[src/rtl/tow_pkg.sv]
// Shared types and helpers for the tug-of-war engine.
package tow_pkg;

  typedef enum logic [1:0] {
    StPlay,
    StPoint,
    StOver
  } tow_state_e;

  // One-hot vector with bit `pos` set; zero when pos is outside an n-light bar.
  function automatic logic [31:0] onehot_pos(input int unsigned pos, input int unsigned n);
    logic [31:0] r;
    r = '0;
    if (pos < n && pos < 32) r[pos] = 1'b1;
    return r;
  endfunction

endpackage

[src/rtl/btn_conditioner.sv]
// Raw button -> synchroniser -> rising-edge detect -> registered one-cycle press pulse.
module btn_conditioner #(
  parameter int unsigned SYNC_STAGES = 2
) (
  input  logic clk,
  input  logic reset,
  input  logic raw,
  output logic press
);

  localparam int unsigned CntW = $clog2(SYNC_STAGES + 2);
  // Detection opens only once the sync chain and the edge flop hold real samples,
  // so a button held through reset release never looks like a fresh edge.
  localparam logic [CntW-1:0] EnCnt = CntW'(SYNC_STAGES + 1);

  logic [SYNC_STAGES-1:0] sync_q, sync_d;
  logic                   prev_q, prev_d;
  logic [CntW-1:0]        cnt_q, cnt_d;
  logic                   press_q, press_d;
  logic                   sync_out;
  logic                   det_en;

  assign sync_out = sync_q[SYNC_STAGES-1];
  assign det_en   = (cnt_q == EnCnt);

  // Next-state: shift chain, track history, count up to enable, detect edge.
  always_comb begin
    sync_d  = {sync_q[SYNC_STAGES-2:0], raw};
    prev_d  = sync_out;
    cnt_d   = det_en ? cnt_q : cnt_q + 1'b1;
    press_d = det_en && sync_out && !prev_q;
  end

  // State registers with asynchronous active-low reset.
  always_ff @(posedge clk or negedge reset) begin
    if (!reset) begin
      sync_q  <= '0;
      prev_q  <= 1'b0;
      cnt_q   <= '0;
      press_q <= 1'b0;
    end else begin
      sync_q  <= sync_d;
      prev_q  <= prev_d;
      cnt_q   <= cnt_d;
      press_q <= press_d;
    end
  end

  assign press = press_q;

endmodule

[src/rtl/tug_of_war_core.sv]
// Tug-of-war engine: light position, point scoring and match-over latch.
module tug_of_war_core
  import tow_pkg::*;
#(
  parameter int unsigned N_LIGHTS    = 9,
  parameter int unsigned SCORE_W     = 3,
  parameter int unsigned WIN_SCORE   = 7,
  parameter int unsigned SYNC_STAGES = 2
) (
  input  logic                clk,
  input  logic                reset,
  input  logic                btn_l,
  input  logic                btn_r,
  output logic [N_LIGHTS-1:0] lights,
  output logic [SCORE_W-1:0]  score_l,
  output logic [SCORE_W-1:0]  score_r,
  output logic                point_l,
  output logic                point_r,
  output logic                match_over,
  output logic                winner_l
);

  localparam int unsigned PosW = $clog2(N_LIGHTS);
  localparam int unsigned CtrI = (N_LIGHTS - 1) / 2;
  localparam logic [PosW-1:0] Ctr    = PosW'(CtrI);
  localparam logic [PosW-1:0] PosMax = PosW'(N_LIGHTS - 1);
  localparam logic [SCORE_W-1:0] ScoreMax = {SCORE_W{1'b1}};
  localparam logic [SCORE_W-1:0] WinScore = SCORE_W'(WIN_SCORE);
  localparam logic [N_LIGHTS-1:0] LeftHalf  = ~((N_LIGHTS'(1) << CtrI) - N_LIGHTS'(1));
  localparam logic [N_LIGHTS-1:0] RightHalf = (N_LIGHTS'(1) << (CtrI + 1)) - N_LIGHTS'(1);
  localparam logic [N_LIGHTS-1:0] CtrLight  = N_LIGHTS'(1) << CtrI;

  logic press_l, press_r;

  btn_conditioner #(.SYNC_STAGES(SYNC_STAGES)) u_cond_l (
    .clk  (clk),
    .reset(reset),
    .raw  (btn_l),
    .press(press_l)
  );

  btn_conditioner #(.SYNC_STAGES(SYNC_STAGES)) u_cond_r (
    .clk  (clk),
    .reset(reset),
    .raw  (btn_r),
    .press(press_r)
  );

  tow_state_e              state_q, state_d;
  logic [PosW-1:0]         pos_q, pos_d;
  logic [SCORE_W-1:0]      score_l_q, score_l_d, score_r_q, score_r_d;
  logic                    point_l_q, point_l_d, point_r_q, point_r_d;
  logic                    match_q, match_d, winner_q, winner_d;
  logic [N_LIGHTS-1:0]     lights_q, lights_d;

  // Next-state: game FSM, position, scores, then lights derived from the next state.
  always_comb begin
    state_d   = state_q;
    pos_d     = pos_q;
    score_l_d = score_l_q;
    score_r_d = score_r_q;
    point_l_d = 1'b0;
    point_r_d = 1'b0;
    match_d   = match_q;
    winner_d  = winner_q;
    lights_d  = '0;

    unique case (state_q)
      StPlay: begin
        if (press_l && !press_r) begin
          if (pos_q == PosMax) begin
            state_d   = StPoint;
            point_l_d = 1'b1;
            score_l_d = (score_l_q == ScoreMax) ? score_l_q : score_l_q + 1'b1;
          end else begin
            pos_d = pos_q + 1'b1;
          end
        end else if (press_r && !press_l) begin
          if (pos_q == '0) begin
            state_d   = StPoint;
            point_r_d = 1'b1;
            score_r_d = (score_r_q == ScoreMax) ? score_r_q : score_r_q + 1'b1;
          end else begin
            pos_d = pos_q - 1'b1;
          end
        end
      end
      StPoint: begin
        // Only the player who just scored can have newly reached the target.
        if (score_l_q == WinScore || score_r_q == WinScore) begin
          state_d  = StOver;
          match_d  = 1'b1;
          winner_d = (score_l_q == WinScore);
        end else begin
          state_d = StPlay;
          pos_d   = Ctr;
        end
      end
      StOver: ;
      default: state_d = StPlay;
    endcase

    unique case (state_d)
      StPlay:  lights_d = N_LIGHTS'(1) << pos_d;
      StPoint: lights_d = '0;
      StOver:  lights_d = winner_d ? LeftHalf : RightHalf;
      default: lights_d = '0;
    endcase
  end

  // State and registered outputs with asynchronous active-low reset.
  always_ff @(posedge clk or negedge reset) begin
    if (!reset) begin
      state_q   <= StPlay;
      pos_q     <= Ctr;
      score_l_q <= '0;
      score_r_q <= '0;
      point_l_q <= 1'b0;
      point_r_q <= 1'b0;
      match_q   <= 1'b0;
      winner_q  <= 1'b0;
      lights_q  <= CtrLight;
    end else begin
      state_q   <= state_d;
      pos_q     <= pos_d;
      score_l_q <= score_l_d;
      score_r_q <= score_r_d;
      point_l_q <= point_l_d;
      point_r_q <= point_r_d;
      match_q   <= match_d;
      winner_q  <= winner_d;
      lights_q  <= lights_d;
    end
  end

  assign lights     = lights_q;
  assign score_l    = score_l_q;
  assign score_r    = score_r_q;
  assign point_l    = point_l_q;
  assign point_r    = point_r_q;
  assign match_over = match_q;
  assign winner_l   = winner_q;

endmodule

[config.mk]
export PLATFORM = sky130hd
export DESIGN_NAME = tug_of_war_core
export DESIGN_NICKNAME = d
export VERILOG_FILES = /design/src/rtl/tow_pkg.sv /design/src/rtl/btn_conditioner.sv /design/src/rtl/tug_of_war_core.sv
export SDC_FILE = /design/constraint.sdc
export NUM_CORES = 1
export LEC_CHECK = 0
export CAP_MARGIN = 20
export CELL_PAD_IN_SITES_DETAIL_PLACEMENT = 0
export CELL_PAD_IN_SITES_GLOBAL_PLACEMENT = 1
export CORE_AREA = 5 5 51 97
export DETAILED_ROUTE_END_ITERATION = 6
export DIE_AREA = 0 0 56 102
export PLACE_DENSITY = 0.76
export REMOVE_ABC_BUFFERS = 1
export SYNTH_ARGS = -nofsm -noshare
export SYNTH_HDL_FRONTEND = slang
export SYNTH_HIERARCHICAL = 1
export SYNTH_SLANG_ARGS = --single-unit
[constraint.sdc]
create_clock -name clk -period 6.9 [get_ports clk]
set_input_delay 0.69 -clock clk [delete_from_list [all_inputs] [get_ports clk]]
set_output_delay 0.69 -clock clk [all_outputs]
set_load 0.05 [all_outputs]
==> impl_metrics.ini <==
[status]
status = finished, final reports clean

[cells_and_area]
mostFrequentLayoutCell = dfrtp_1
final_cells = 233
drive_gt1_share_pct = 16.6
fill_cells = 377
stdcell_area_sq_um = 2170
syn_to_final_growth_pct = 20.8
fin_nets = 192
antennaDiodeCount = 0
fin_util_pct = 53.0
final_cell_mix = dfrtp_1 (35), clkdlybuf4s50_1 (22), inv_1 (9), nand2_1 (9)

[worst_hold_path]
hold_path_depth = 0
holdCritPathClass = register to register
worst_hold_startpoint = u_cond_l/sync_q[0]$_DFF_PN0_
hold-path-endpoint = u_cond_l/sync_q[1]$_DFF_PN0_

[critical_path]
start_kind = register
r2r_start = score_r[0]$_DFFE_PN0P_
end_kind = register
r2r_cells = 8
crit_buf_inv = 1
slowest_stage = or4b_1
crit_type = register to register
crit_cells = 8
r2r_slack_ns = 4.35
crit_fanout = 6
required_ns = 7.08
timing.rr.end = lights[8]$_DFF_PN0_
slowest_delay_ns = 0.55
crit_chain = ha_1 > ha_1 > or4b_1 > and4_1 > o21ai_0 > and2_1 > inv_4 > o41ai_4
worst-endpoint-arrival_ns = 2.73
cpMostUsedCell = ha_1
cp_top_family = simple AND/OR/NAND/NOR gates

[cts]
clock_latency_ns = 0.29
cts_tree = done
holdBufCountCts = 0
cts_setup_buffers = 0
clkTransAtPathRegs_ns = 0.07
cts_htree_levels = 2
ctsRootBufferMaster = clkbuf_8
cts_resized = 0
numCtsBuffers = 5
clockBufferDepth = 2
cts.sinks = 37

[drt]
dr_total_vias = 1286
antenna_left = 0
drc = 0
wl_microns = 3830
vias_per_cell = 5.52
first_pass_iters = 4
wl_per_cell_microns = 16.4
drt_iter0_markers = 35

[place]
numPlacedInstances = 225
place_hpwl_microns = 2930
port_buffers = 22
gp_congestion = 0.809
placed_area_sq_um = 2050

[synth]
synthArstFlopShare_pct = 100
synth_edf_count = 0
synth_xor_area_share_pct = 1.95
synth_top_family_by_area = simple AND/OR/NAND/NOR gates
yosysWarnings = 6
yosys.area_share.adder_pct = 5.57
ys_types = 44
synth-compound-area-share_pct = 15.4
muxShareOfSynthArea_pct = 4.18
synthSimpleGateAreaFrac_pct = 16.7
ys_ff_latch = 37
ys.flop_type = dfrtp_1
seq_area_frac_synth_pct = 51.7
synthCells = 158
synth_area_per_cell_sq_um = 11.4
syn_area_sq_um = 1800

[floorplan]
die_x_microns = 56
chipHeight_microns = 102
initial_utilization_pct = 43.9
pin_count = 23
dieArea_sq_um = 5710
core_area_sq_um = 4090
num_rows = 33

[power_and_ir_drop]
p_seq_share_pct = 35.3
switchingPower_w = 0.000367
ir_worst_vdd_mv = 0.252
p_total_w = 0.000891
internal-power_w = 0.000524
clkPwrFrac_pct = 21.5
combPwrFrac_pct = 43.1
p_per_area_nw_per_um2 = 411
switching_share_pct = 41.2
leakage_nw = 0.998

[job]
drv_cap = 0

[global_routing]
grt_pass1_vias = 1379
grt_max_degree = 38
grt-ovfl-total = 0
grt_pass1_wl_microns = 6580
antenna_found_initial = 0
grtUsageTotal_pct = 14.9

[sta]
hold_viol_final = 0
max_freq_mhz = 392
tns_ns = 0
finalSetupViolCount = 0
slew_headroom_pct = 63.7
rsz0062_at_grt = false
finalMaxSlewViolations = 0
min_period_ns = 2.55
finalCritPeriodShare_pct = 37.0
finalClockSkew_ns = 0.00733
worst_slew_pin_slew_ns = 0.543
==> layout make-up <==
cell class / instances / area, sq um / area share, %
Sequential cell: 37 / 928 / 42.8
Timing Repair Buffer: 23 / 228 / 10.5
Multi-Input combinational cell: 103 / 787 / 36.3
Inverter: 10 / 40.0 / 1.85
Clock inverter: 2 / 37.5 / 1.73
Tap cell: 52 / 65.1 / 3.00
Clock buffer: 6 / 82.6 / 3.81
==> worst register-to-register path, cell delays in order, from the launching register on <==
cell and delay (ns):
dfrtp_1 0.41, ha_1 0.22, ha_1 0.24, or4b_1 0.55
and4_1 0.20, o21ai_0 0.13, and2_1 0.30, inv_4 0.09
o41ai_4 0.32
==> per-layer routing <==
layer | vias up | part of all wire [%] | GRT usage [%]
met5 | - | 0 | 0
met3 | 13 | 3.3 | 3.16
li1 | 612 | - | -
met2 | 30 | 57 | 27.1
met4 | 0 | 3.7 | 9.32
met1 | 631 | 36 | 15.5
==> worst max-delay path by stage <==
stage,end,start
3_3_place_gp,lights[8]$_DFF_PN0_,score_r[0]$_DFFE_PN0P_
4_1_cts,lights[8]$_DFF_PN0_,score_r[0]$_DFFE_PN0P_
2_1_floorplan,lights[8]$_DFF_PN0_,score_r[0]$_DFFE_PN0P_
6_report,lights[8]$_DFF_PN0_,score_r[0]$_DFFE_PN0P_
5_1_grt,lights[8]$_DFF_PN0_,pos_q[1]$_DFF_PN0_
3_5_place_dp,lights[8]$_DFF_PN0_,score_r[0]$_DFFE_PN0P_
==> kinds of logic (layout without fill, tap and decap cells) <==
logic type	after synthesis	count (layout)
flip-flops	37	37
adder cells (fa/ha/maj)	8	8
buffers and inverters	18	41
multiplexers	6	6
AND/OR/NAND/NOR	50	50
XOR/XNOR	4	4
AO/OA/AOI/OAI	35	35
==> power groups by stage <==
stage / Sequential (W) / Combinational (W) / Clock [W]
after detailed placement: 0.000319 / 0.000388 / 0
after floorplan: 0.000411 / 0.000172 / 0
after global placement: 0.000316 / 0.000381 / 0
after global routing: 0.000323 / 0.000415 / 0.000208
after CTS: 0.000315 / 0.000389 / 0.000198
final: 0.000315 / 0.000384 / 0.000192
==> stage by stage <==
step,setup WS (ns),hold slack [ns]
after floorplan,4.26,0.331
after detailed placement,4.34,0.340
final,4.35,0.351
after CTS,4.34,0.361
after global routing,4.19,0.374
after global placement,4.44,0.341
==> synthesized netlist by cell type, types with 3 or more instances <==
| library cell | n | area share (%) |
|---|---|---|
| a31o_2 | 5 | 2.4 |
| inv_1 | 9 | 1.9 |
| o211ai_1 | 4 | 1.7 |
| nor2_1 | 8 | 1.7 |
| or3_1 | 3 | 1.0 |
| clkbuf_1 | 5 | 1.0 |
| nor2b_1 | 5 | 1.7 |
| dfrtp_1 | 35 | 49 |
| or4b_1 | 3 | 1.7 |
| nor3b_1 | 3 | 1.3 |
| and2_1 | 3 | 1.0 |
| mux2_2 | 4 | 2.5 |
| ha_1 | 8 | 5.6 |
| o21ai_0 | 7 | 2.0 |
| nand2b_1 | 3 | 1.0 |
| nand2_1 | 9 | 1.9 |
| o31ai_1 | 3 | 1.3 |
| a21oi_1 | 5 | 1.4 |
| nor3_1 | 4 | 1.1 |
==> state kept, by name (all words and copies together) (netlist names) <==
| register | flops |
|---|---|
| point_r | 1 |
| u_cond_r/cnt_q | 2 |
| u_cond_r/prev_q | 1 |
| pos_q | 4 |
| match_over | 1 |
| u_cond_l/cnt_q | 2 |
| u_cond_l/sync_q | 2 |
| score_l | 3 |
| u_cond_l/prev_q | 1 |
| u_cond_r/press | 1 |
| state_q | 2 |
| point_l | 1 |
| u_cond_l/press | 1 |
| lights | 9 |
| winner_l | 1 |
| score_r | 3 |
| u_cond_r/sync_q | 2 |
Power figures use the tool's default switching activity.
